## src/rtl/e_muldiv_iter.sv

```systemverilog
// E-stage HI/LO multiply/divide unit.
// Multiplies (plain and multiply-accumulate) hold busy for a fixed
// MUL_CYCLES. Divides run a radix-2 restoring divider, one quotient bit
// per cycle, followed by a single sign-fix cycle. HI/LO change only when
// an operation completes, or directly on MTHI/MTLO.
module e_muldiv_iter #(
  parameter int WIDTH      = 32,
  parameter int MUL_CYCLES = 5,
  parameter int CNT_W      = 6
) (
  input  logic             clk,
  input  logic             reset,
  input  logic             start,
  input  logic [3:0]       op,
  input  logic [WIDTH-1:0] A,
  input  logic [WIDTH-1:0] B,
  input  logic             IntReq,
  output logic             busy,
  output logic             done,
  output logic             div0,
  output logic [WIDTH-1:0] HI,
  output logic [WIDTH-1:0] LO
);

  localparam logic [3:0] OP_MULT  = 4'd0;
  localparam logic [3:0] OP_MULTU = 4'd1;
  localparam logic [3:0] OP_DIV   = 4'd2;
  localparam logic [3:0] OP_DIVU  = 4'd3;
  localparam logic [3:0] OP_MTHI  = 4'd4;
  localparam logic [3:0] OP_MTLO  = 4'd5;
  localparam logic [3:0] OP_MADD  = 4'd6;
  localparam logic [3:0] OP_MADDU = 4'd7;
  localparam logic [3:0] OP_MSUB  = 4'd8;
  localparam logic [3:0] OP_MSUBU = 4'd9;

  localparam logic [CNT_W-1:0] CNT_ZERO = {CNT_W{1'b0}};
  localparam logic [CNT_W-1:0] CNT_ONE  = CNT_W'(1);
  localparam logic [CNT_W-1:0] CNT_MUL  = CNT_W'(MUL_CYCLES - 1);
  localparam logic [CNT_W-1:0] CNT_DIV  = CNT_W'(WIDTH);

  typedef enum logic [1:0] {
    ST_IDLE = 2'd0,
    ST_MUL  = 2'd1,
    ST_DIV  = 2'd2,
    ST_FIX  = 2'd3
  } state_t;

  state_t             state_r;
  logic [CNT_W-1:0]   cnt_r;
  logic [WIDTH-1:0]   hi_r;
  logic [WIDTH-1:0]   lo_r;
  logic               busy_r;
  logic               done_r;
  logic               div0_r;
  logic [2*WIDTH-1:0] target_r;
  logic [WIDTH-1:0]   dvd_r;     // dividend bits still to be shifted in
  logic [WIDTH-1:0]   dvs_r;     // divisor magnitude
  logic [WIDTH-1:0]   rem_r;     // partial remainder
  logic [WIDTH-1:0]   quo_r;     // quotient bits collected so far
  logic               q_neg_r;
  logic               r_neg_r;
  logic               dz_r;

  logic               accept_s;
  logic               mul_signed_s;
  logic               acc_add_s;
  logic               acc_sub_s;
  logic               div_signed_s;
  logic [2*WIDTH-1:0] a_ext_s;
  logic [2*WIDTH-1:0] b_ext_s;
  logic [2*WIDTH-1:0] prod_s;
  logic [2*WIDTH-1:0] target_s;
  logic [WIDTH-1:0]   a_abs_s;
  logic [WIDTH-1:0]   b_abs_s;
  logic [WIDTH:0]     rem_shift_s;
  logic [WIDTH:0]     diff_s;
  logic [WIDTH-1:0]   rem_next_s;
  logic               qbit_s;
  logic [WIDTH-1:0]   quo_fix_s;
  logic [WIDTH-1:0]   rem_fix_s;

  assign busy = busy_r;
  assign done = done_r;
  assign div0 = div0_r;
  assign HI   = hi_r;
  assign LO   = lo_r;

  // Decode the op, form the accumulate target, and compute one divider step.
  always_comb begin
    mul_signed_s = 1'b0;
    acc_add_s    = 1'b0;
    acc_sub_s    = 1'b0;
    case (op)
      OP_MULT:  mul_signed_s = 1'b1;
      OP_MADD:  begin mul_signed_s = 1'b1; acc_add_s = 1'b1; end
      OP_MADDU: acc_add_s = 1'b1;
      OP_MSUB:  begin mul_signed_s = 1'b1; acc_sub_s = 1'b1; end
      OP_MSUBU: acc_sub_s = 1'b1;
      default:  mul_signed_s = 1'b0;
    endcase

    if (mul_signed_s) begin
      a_ext_s = {{WIDTH{A[WIDTH-1]}}, A};
      b_ext_s = {{WIDTH{B[WIDTH-1]}}, B};
    end else begin
      a_ext_s = {{WIDTH{1'b0}}, A};
      b_ext_s = {{WIDTH{1'b0}}, B};
    end
    // Product of the two 2W-bit extensions, truncated: correct modulo 2^(2W).
    prod_s = a_ext_s * b_ext_s;

    if (acc_add_s) begin
      target_s = {hi_r, lo_r} + prod_s;
    end else if (acc_sub_s) begin
      target_s = {hi_r, lo_r} - prod_s;
    end else begin
      target_s = prod_s;
    end

    // Magnitudes for signed division; -MIN wraps to MIN, which is still
    // the correct unsigned magnitude 2^(W-1).
    div_signed_s = (op == OP_DIV);
    if (div_signed_s && A[WIDTH-1]) begin
      a_abs_s = -A;
    end else begin
      a_abs_s = A;
    end
    if (div_signed_s && B[WIDTH-1]) begin
      b_abs_s = -B;
    end else begin
      b_abs_s = B;
    end

    // Restoring step: shift in the next dividend bit, try a subtract.
    rem_shift_s = {rem_r, dvd_r[WIDTH-1]};
    diff_s      = rem_shift_s - {1'b0, dvs_r};
    if (diff_s[WIDTH] == 1'b0) begin
      rem_next_s = diff_s[WIDTH-1:0];
      qbit_s     = 1'b1;
    end else begin
      rem_next_s = rem_shift_s[WIDTH-1:0];
      qbit_s     = 1'b0;
    end

    if (q_neg_r) begin
      quo_fix_s = -quo_r;
    end else begin
      quo_fix_s = quo_r;
    end
    if (r_neg_r) begin
      rem_fix_s = -rem_r;
    end else begin
      rem_fix_s = rem_r;
    end
  end

  assign accept_s = start && !IntReq && (state_r == ST_IDLE);

  // Control FSM together with HI/LO, datapath registers and status pulses.
  always_ff @(posedge clk or negedge reset) begin
    if (!reset) begin
      state_r  <= ST_IDLE;
      cnt_r    <= CNT_ZERO;
      hi_r     <= {WIDTH{1'b0}};
      lo_r     <= {WIDTH{1'b0}};
      busy_r   <= 1'b0;
      done_r   <= 1'b0;
      div0_r   <= 1'b0;
      target_r <= {(2*WIDTH){1'b0}};
      dvd_r    <= {WIDTH{1'b0}};
      dvs_r    <= {WIDTH{1'b0}};
      rem_r    <= {WIDTH{1'b0}};
      quo_r    <= {WIDTH{1'b0}};
      q_neg_r  <= 1'b0;
      r_neg_r  <= 1'b0;
      dz_r     <= 1'b0;
    end else begin
      done_r <= 1'b0;
      div0_r <= 1'b0;
      case (state_r)
        ST_IDLE: begin
          if (accept_s) begin
            case (op)
              OP_MTHI: hi_r <= A;
              OP_MTLO: lo_r <= A;
              OP_MULT, OP_MULTU, OP_MADD, OP_MADDU, OP_MSUB, OP_MSUBU: begin
                target_r <= target_s;
                cnt_r    <= CNT_MUL;
                state_r  <= ST_MUL;
                busy_r   <= 1'b1;
              end
              OP_DIV, OP_DIVU: begin
                dvd_r   <= a_abs_s;
                dvs_r   <= b_abs_s;
                rem_r   <= {WIDTH{1'b0}};
                quo_r   <= {WIDTH{1'b0}};
                q_neg_r <= div_signed_s && (A[WIDTH-1] ^ B[WIDTH-1]);
                r_neg_r <= div_signed_s && A[WIDTH-1];
                busy_r  <= 1'b1;
                if (B == {WIDTH{1'b0}}) begin
                  dz_r    <= 1'b1;
                  cnt_r   <= CNT_ZERO;
                  state_r <= ST_FIX;
                end else begin
                  dz_r    <= 1'b0;
                  cnt_r   <= CNT_DIV;
                  state_r <= ST_DIV;
                end
              end
              default: state_r <= ST_IDLE;
            endcase
          end else begin
            state_r <= ST_IDLE;
          end
        end
        ST_MUL: begin
          if (cnt_r == CNT_ZERO) begin
            hi_r    <= target_r[2*WIDTH-1:WIDTH];
            lo_r    <= target_r[WIDTH-1:0];
            done_r  <= 1'b1;
            busy_r  <= 1'b0;
            state_r <= ST_IDLE;
          end else begin
            cnt_r <= cnt_r - CNT_ONE;
          end
        end
        ST_DIV: begin
          rem_r <= rem_next_s;
          quo_r <= {quo_r[WIDTH-2:0], qbit_s};
          dvd_r <= {dvd_r[WIDTH-2:0], 1'b0};
          cnt_r <= cnt_r - CNT_ONE;
          if (cnt_r == CNT_ONE) begin
            state_r <= ST_FIX;
          end else begin
            state_r <= ST_DIV;
          end
        end
        ST_FIX: begin
          if (dz_r) begin
            div0_r <= 1'b1;
          end else begin
            hi_r <= rem_fix_s;
            lo_r <= quo_fix_s;
          end
          dz_r    <= 1'b0;
          done_r  <= 1'b1;
          busy_r  <= 1'b0;
          state_r <= ST_IDLE;
        end
        default: begin
          busy_r  <= 1'b0;
          state_r <= ST_IDLE;
        end
      endcase
    end
  end

endmodule

```

## config.mk

```make
export PLATFORM = sky130hd
export DESIGN_NAME = e_muldiv_iter
export DESIGN_NICKNAME = d
export VERILOG_FILES = /design/src/rtl/e_muldiv_iter.sv
export SDC_FILE = /design/constraint.sdc
export NUM_CORES = 2
export LEC_CHECK = 0
export ABC_AREA = 0
export CORE_MARGIN = 2
export CORE_UTILIZATION = 40
export DETAILED_ROUTE_END_ITERATION = 8
export RECOVER_POWER = 50
export SKIP_LAST_GASP = 1
export SYNTH_ARGS = -nofsm -noshare
export SYNTH_HDL_FRONTEND = slang
export SYNTH_SLANG_ARGS = --single-unit
```

## constraint.sdc

```tcl
create_clock -name clk -period 4.9 [get_ports clk]
set_clock_uncertainty 0.2 [all_clocks]
set_input_delay 0.98 -clock clk [delete_from_list [all_inputs] [get_ports clk]]
set_output_delay 0.98 -clock clk [all_outputs]
set_load 0.005 [all_outputs]
```

==> metrics.yaml <==
floorplanning:
  rows: 155
  die_w_um: 428
  ioPinCount: 139
  die_h_um: 428
  die_area_sq_um: 183000
  initial_utilization_pct: 40.3
  fp.coreArea_sq_um: 179000
global_route:
  antenna_found_initial: 12
  grt.met3_usage_pct: 2.51
  grtUsageMet1_pct: 37.8
  grt_pass1_vias: 69300
  met2_usage_pct: 52.1
  grt_max_degree: 127
  grt_first_pass_wirelength_um: 421000
  grt-busiest-layer: "met2"
  grtUsageTotal_pct: 29.9
  grt-ovfl-total: 0
clock_network:
  clockRootBuffer: "clkbuf_16"
  cts_buffer_depth: 3
  clk_latency_ns: 0.58
  cts.sinks: 270
  cts-hold-fix-buffers: 0
  cts_buffers: 28
  cts_tree: "built"
  clk_pin_slew_ns: 0.07
  ctsHtreeMaxLevel: 1
worst_setup_path:
  end_kind: "register"
  r2r-start: "state_r[1]$_DFFE_PN0P_"
  cp_top_family: "adder cells"
  path_buf_inv: 11
  cp_max_fo: 6
  crit_type: "in -> reg"
  cpMostUsedCell: "fa_1"
  worst_ep_arrival_time_ns: 11.95
  worstPathRequired_ns: 5.16
  slowest_stage: "fa_1"
  slowest_delay_ns: 0.60
  start_kind: "primary input"
  crit_start: "op[3]"
synthesis:
  yosysSeqAreaShare_pct: 9.39
  netlist_area_sq_um: 71900
  synth_common_cells: "inv_1, fa_1, nand2_1"
  synth.area.top_cells: "fa_1, inv_1, dfrtp_1"
  syn-num-nets: 10400
  ys_types: 88
  synth_top_cell_area_share_pct: 39.7
  async_flop_share_pct: 100
  synth.most_common_cell: "inv_1"
  yosys.area.top_type: "fa_1"
  postSynthAreaPerCell_sq_um: 8.50
  synthCells: 8461
  synth_ff_type: "dfrtp_1"
  synth_warnings: 0
  ys_seq_elements: 270
  synth_edf_count: 0
timing:
  hold_slack_ns: 0.284
  finalHoldViolations: 0
  slew_viol_final: 387
  rsz0062_at_grt: "yes"
  min_period_over_period_pct: 239
  worst_pin_slew_ns: 3.25
  fmax_mhz: 85.5
  fin_setup_tns_ns: -310.28
  slew_headroom_pct: -117
  layout_min_cycle_time_ns: 11.69
  setup_viol: 60
  worst_slack_ns: -6.79
placement:
  io_buffers: 138
  gp_congestion: 0.992
  dp_hpwl_um: 231000
  dp_cells: 11900
run_status:
  outcome: "finished, violations left"
  violations: "capacitance limit, slew limit, setup timing"
cells_and_area:
  stdcell_count: 12100
  n_fill_cell: 16500
  drive_gt1_share_pct: 24.6
  area_delta_synth_final_pct: 30.3
  nNetsFinal: 11700
flow_run:
  drv_cap: 5
detailed_routing:
  wirelength_um: 272000
  via_per_inst: 5.30
  routedWlPerCell_um: 22.5
  dr.pass1.iters: 6
  vias: 64200
  dr.first_iter.drc_count: 4385
  ant_nets: 0
  drcViolationCount: 0
hold_path:
  hold_class: "reg -> reg"
  worstHoldStart: "dvs_r[20]$_DFFE_PN0P_"
-- cell families (layout without fill, tap and decap cells) --
family                   after synthesis  after routing  share of synthesized area (%)
AO/OA/AOI/OAI                       1422           1422                           12.4
XOR/XNOR                             285            285                           3.47
adder cells (fa/ha/maj)             1907           1907                           48.0
buffers and inverters               2288           3580                           12.0
flip-flops                           270            270                           9.39
multiplexers                          17             17                          0.243
other                                  0              6                              0
AND/OR/NAND/NOR                     2272           2272                           14.5
-- final timing paths --
| check | end | slack [ns] | depth (start not counted) |
|---|---|---|---|
| worst max register to register | HI[30]$_DFFE_PN0P_ | 0.16 | 7 |
| worst min-delay path | dvs_r[20]$_DFFE_PN0P_ | 0.28 | 2 |
| worst max-delay path | target_r[63]$_DFFE_PN0P_ | -6.79 | 44 |
| min in group asynchronous | LO[9]$_DFFE_PN0P_ | 0.97 | 1 |
| worst min register to register | dvs_r[20]$_DFFE_PN0P_ | 0.28 | 2 |
| max in group asynchronous | target_r[61]$_DFFE_PN0P_ | 0.55 | 2 |
-- cells in the final DEF (no fill, tap or decap), types with 31 or more instances in the layout --
| cell | synthesis | layout |
|---|---|---|
| buf_6 | 1 | 91 |
| a21oi_2 | 0 | 70 |
| ha_4 | 0 | 94 |
| nand4_1 | 46 | 46 |
| nand2_2 | 1 | 33 |
| and2_1 | 350 | 335 |
| nand2_1 | 1196 | 1151 |
| a21o_1 | 70 | 70 |
| o21bai_1 | 51 | 45 |
| buf_12 | 0 | 113 |
| inv_1 | 1804 | 1736 |
| a31oi_1 | 42 | 33 |
| nor2_1 | 299 | 266 |
| a22o_1 | 51 | 51 |
| xnor2_1 | 208 | 180 |
| ha_1 | 479 | 378 |
| o21ai_0 | 374 | 283 |
| buf_2 | 9 | 31 |
| nand2b_1 | 42 | 39 |
| nor3_1 | 62 | 50 |
| xor2_1 | 77 | 66 |
| fa_2 | 0 | 49 |
| nand3_1 | 91 | 75 |
| clkdlybuf4s50_1 | 0 | 80 |
| fa_1 | 1425 | 1376 |
| o21ai_1 | 6 | 63 |
| o22ai_1 | 52 | 48 |
| o31ai_1 | 62 | 45 |
| a21oi_1 | 411 | 316 |
| buf_4 | 0 | 1378 |
| inv_2 | 0 | 53 |
| dfrtp_1 | 270 | 270 |
-- worst reg2reg max path, stage by stage (launching register included) --
cell	delay (ns)
dfrtp_1	0.41
ha_1	0.24
clkbuf_1	2.30
and2_1	0.40
a211oi_1	0.10
nand3_2	0.13
buf_4	0.49
o21ai_0	0.30
-- sequential cells by signal, summed over array words and instances (netlist names), 2 cells and up --
signal	count
HI	32
LO	32
quo_r	32
dvs_r	32
state_r	2
dvd_r	32
rem_r	32
target_r	64
cnt_r	6
-- cell type report --
cell class	instances	area, sq um	area share, %
Inverter	1807	6830	7.29
Timing Repair Buffer	1722	15000	16.0
Tap cell	2355	2950	3.14
Clock inverter	17	205	0.219
Antenna cell	6	15.0	0.0160
Sequential cell	270	6760	7.21
Clock buffer	34	774	0.827
Multi-Input combinational cell	5903	61200	65.3
-- metal layers --
layer	routed length, um	part of all wire [%]
met4	14500	5.3
met3	13500	5.0
met5	7	0.0026
met2	134000	49
met1	110000	41
-- metrics by stage --
stage	util [%]	area, sq um	worst slack (ns)
after global placement	49.3	88000	-8.39
after CTS	51.9	92700	-6.84
after floorplan	-	74900	-6.97
after global routing	52.5	93700	-7.13
final	52.5	93700	-6.79
after detailed placement	49.3	88000	-8.46
-- repair_timing --
action / CTS / global route
endpoints found under the setup margin: 60 / 60
setup buffers: 122 / 36
gates resized for setup: 574 / 174
cloned: 3 / 0
pin swaps: 293 / 160
Power is left out: the tool's default activity adds up to more than one toggle a clock period on the data nets, which glitch-free logic cannot reach.
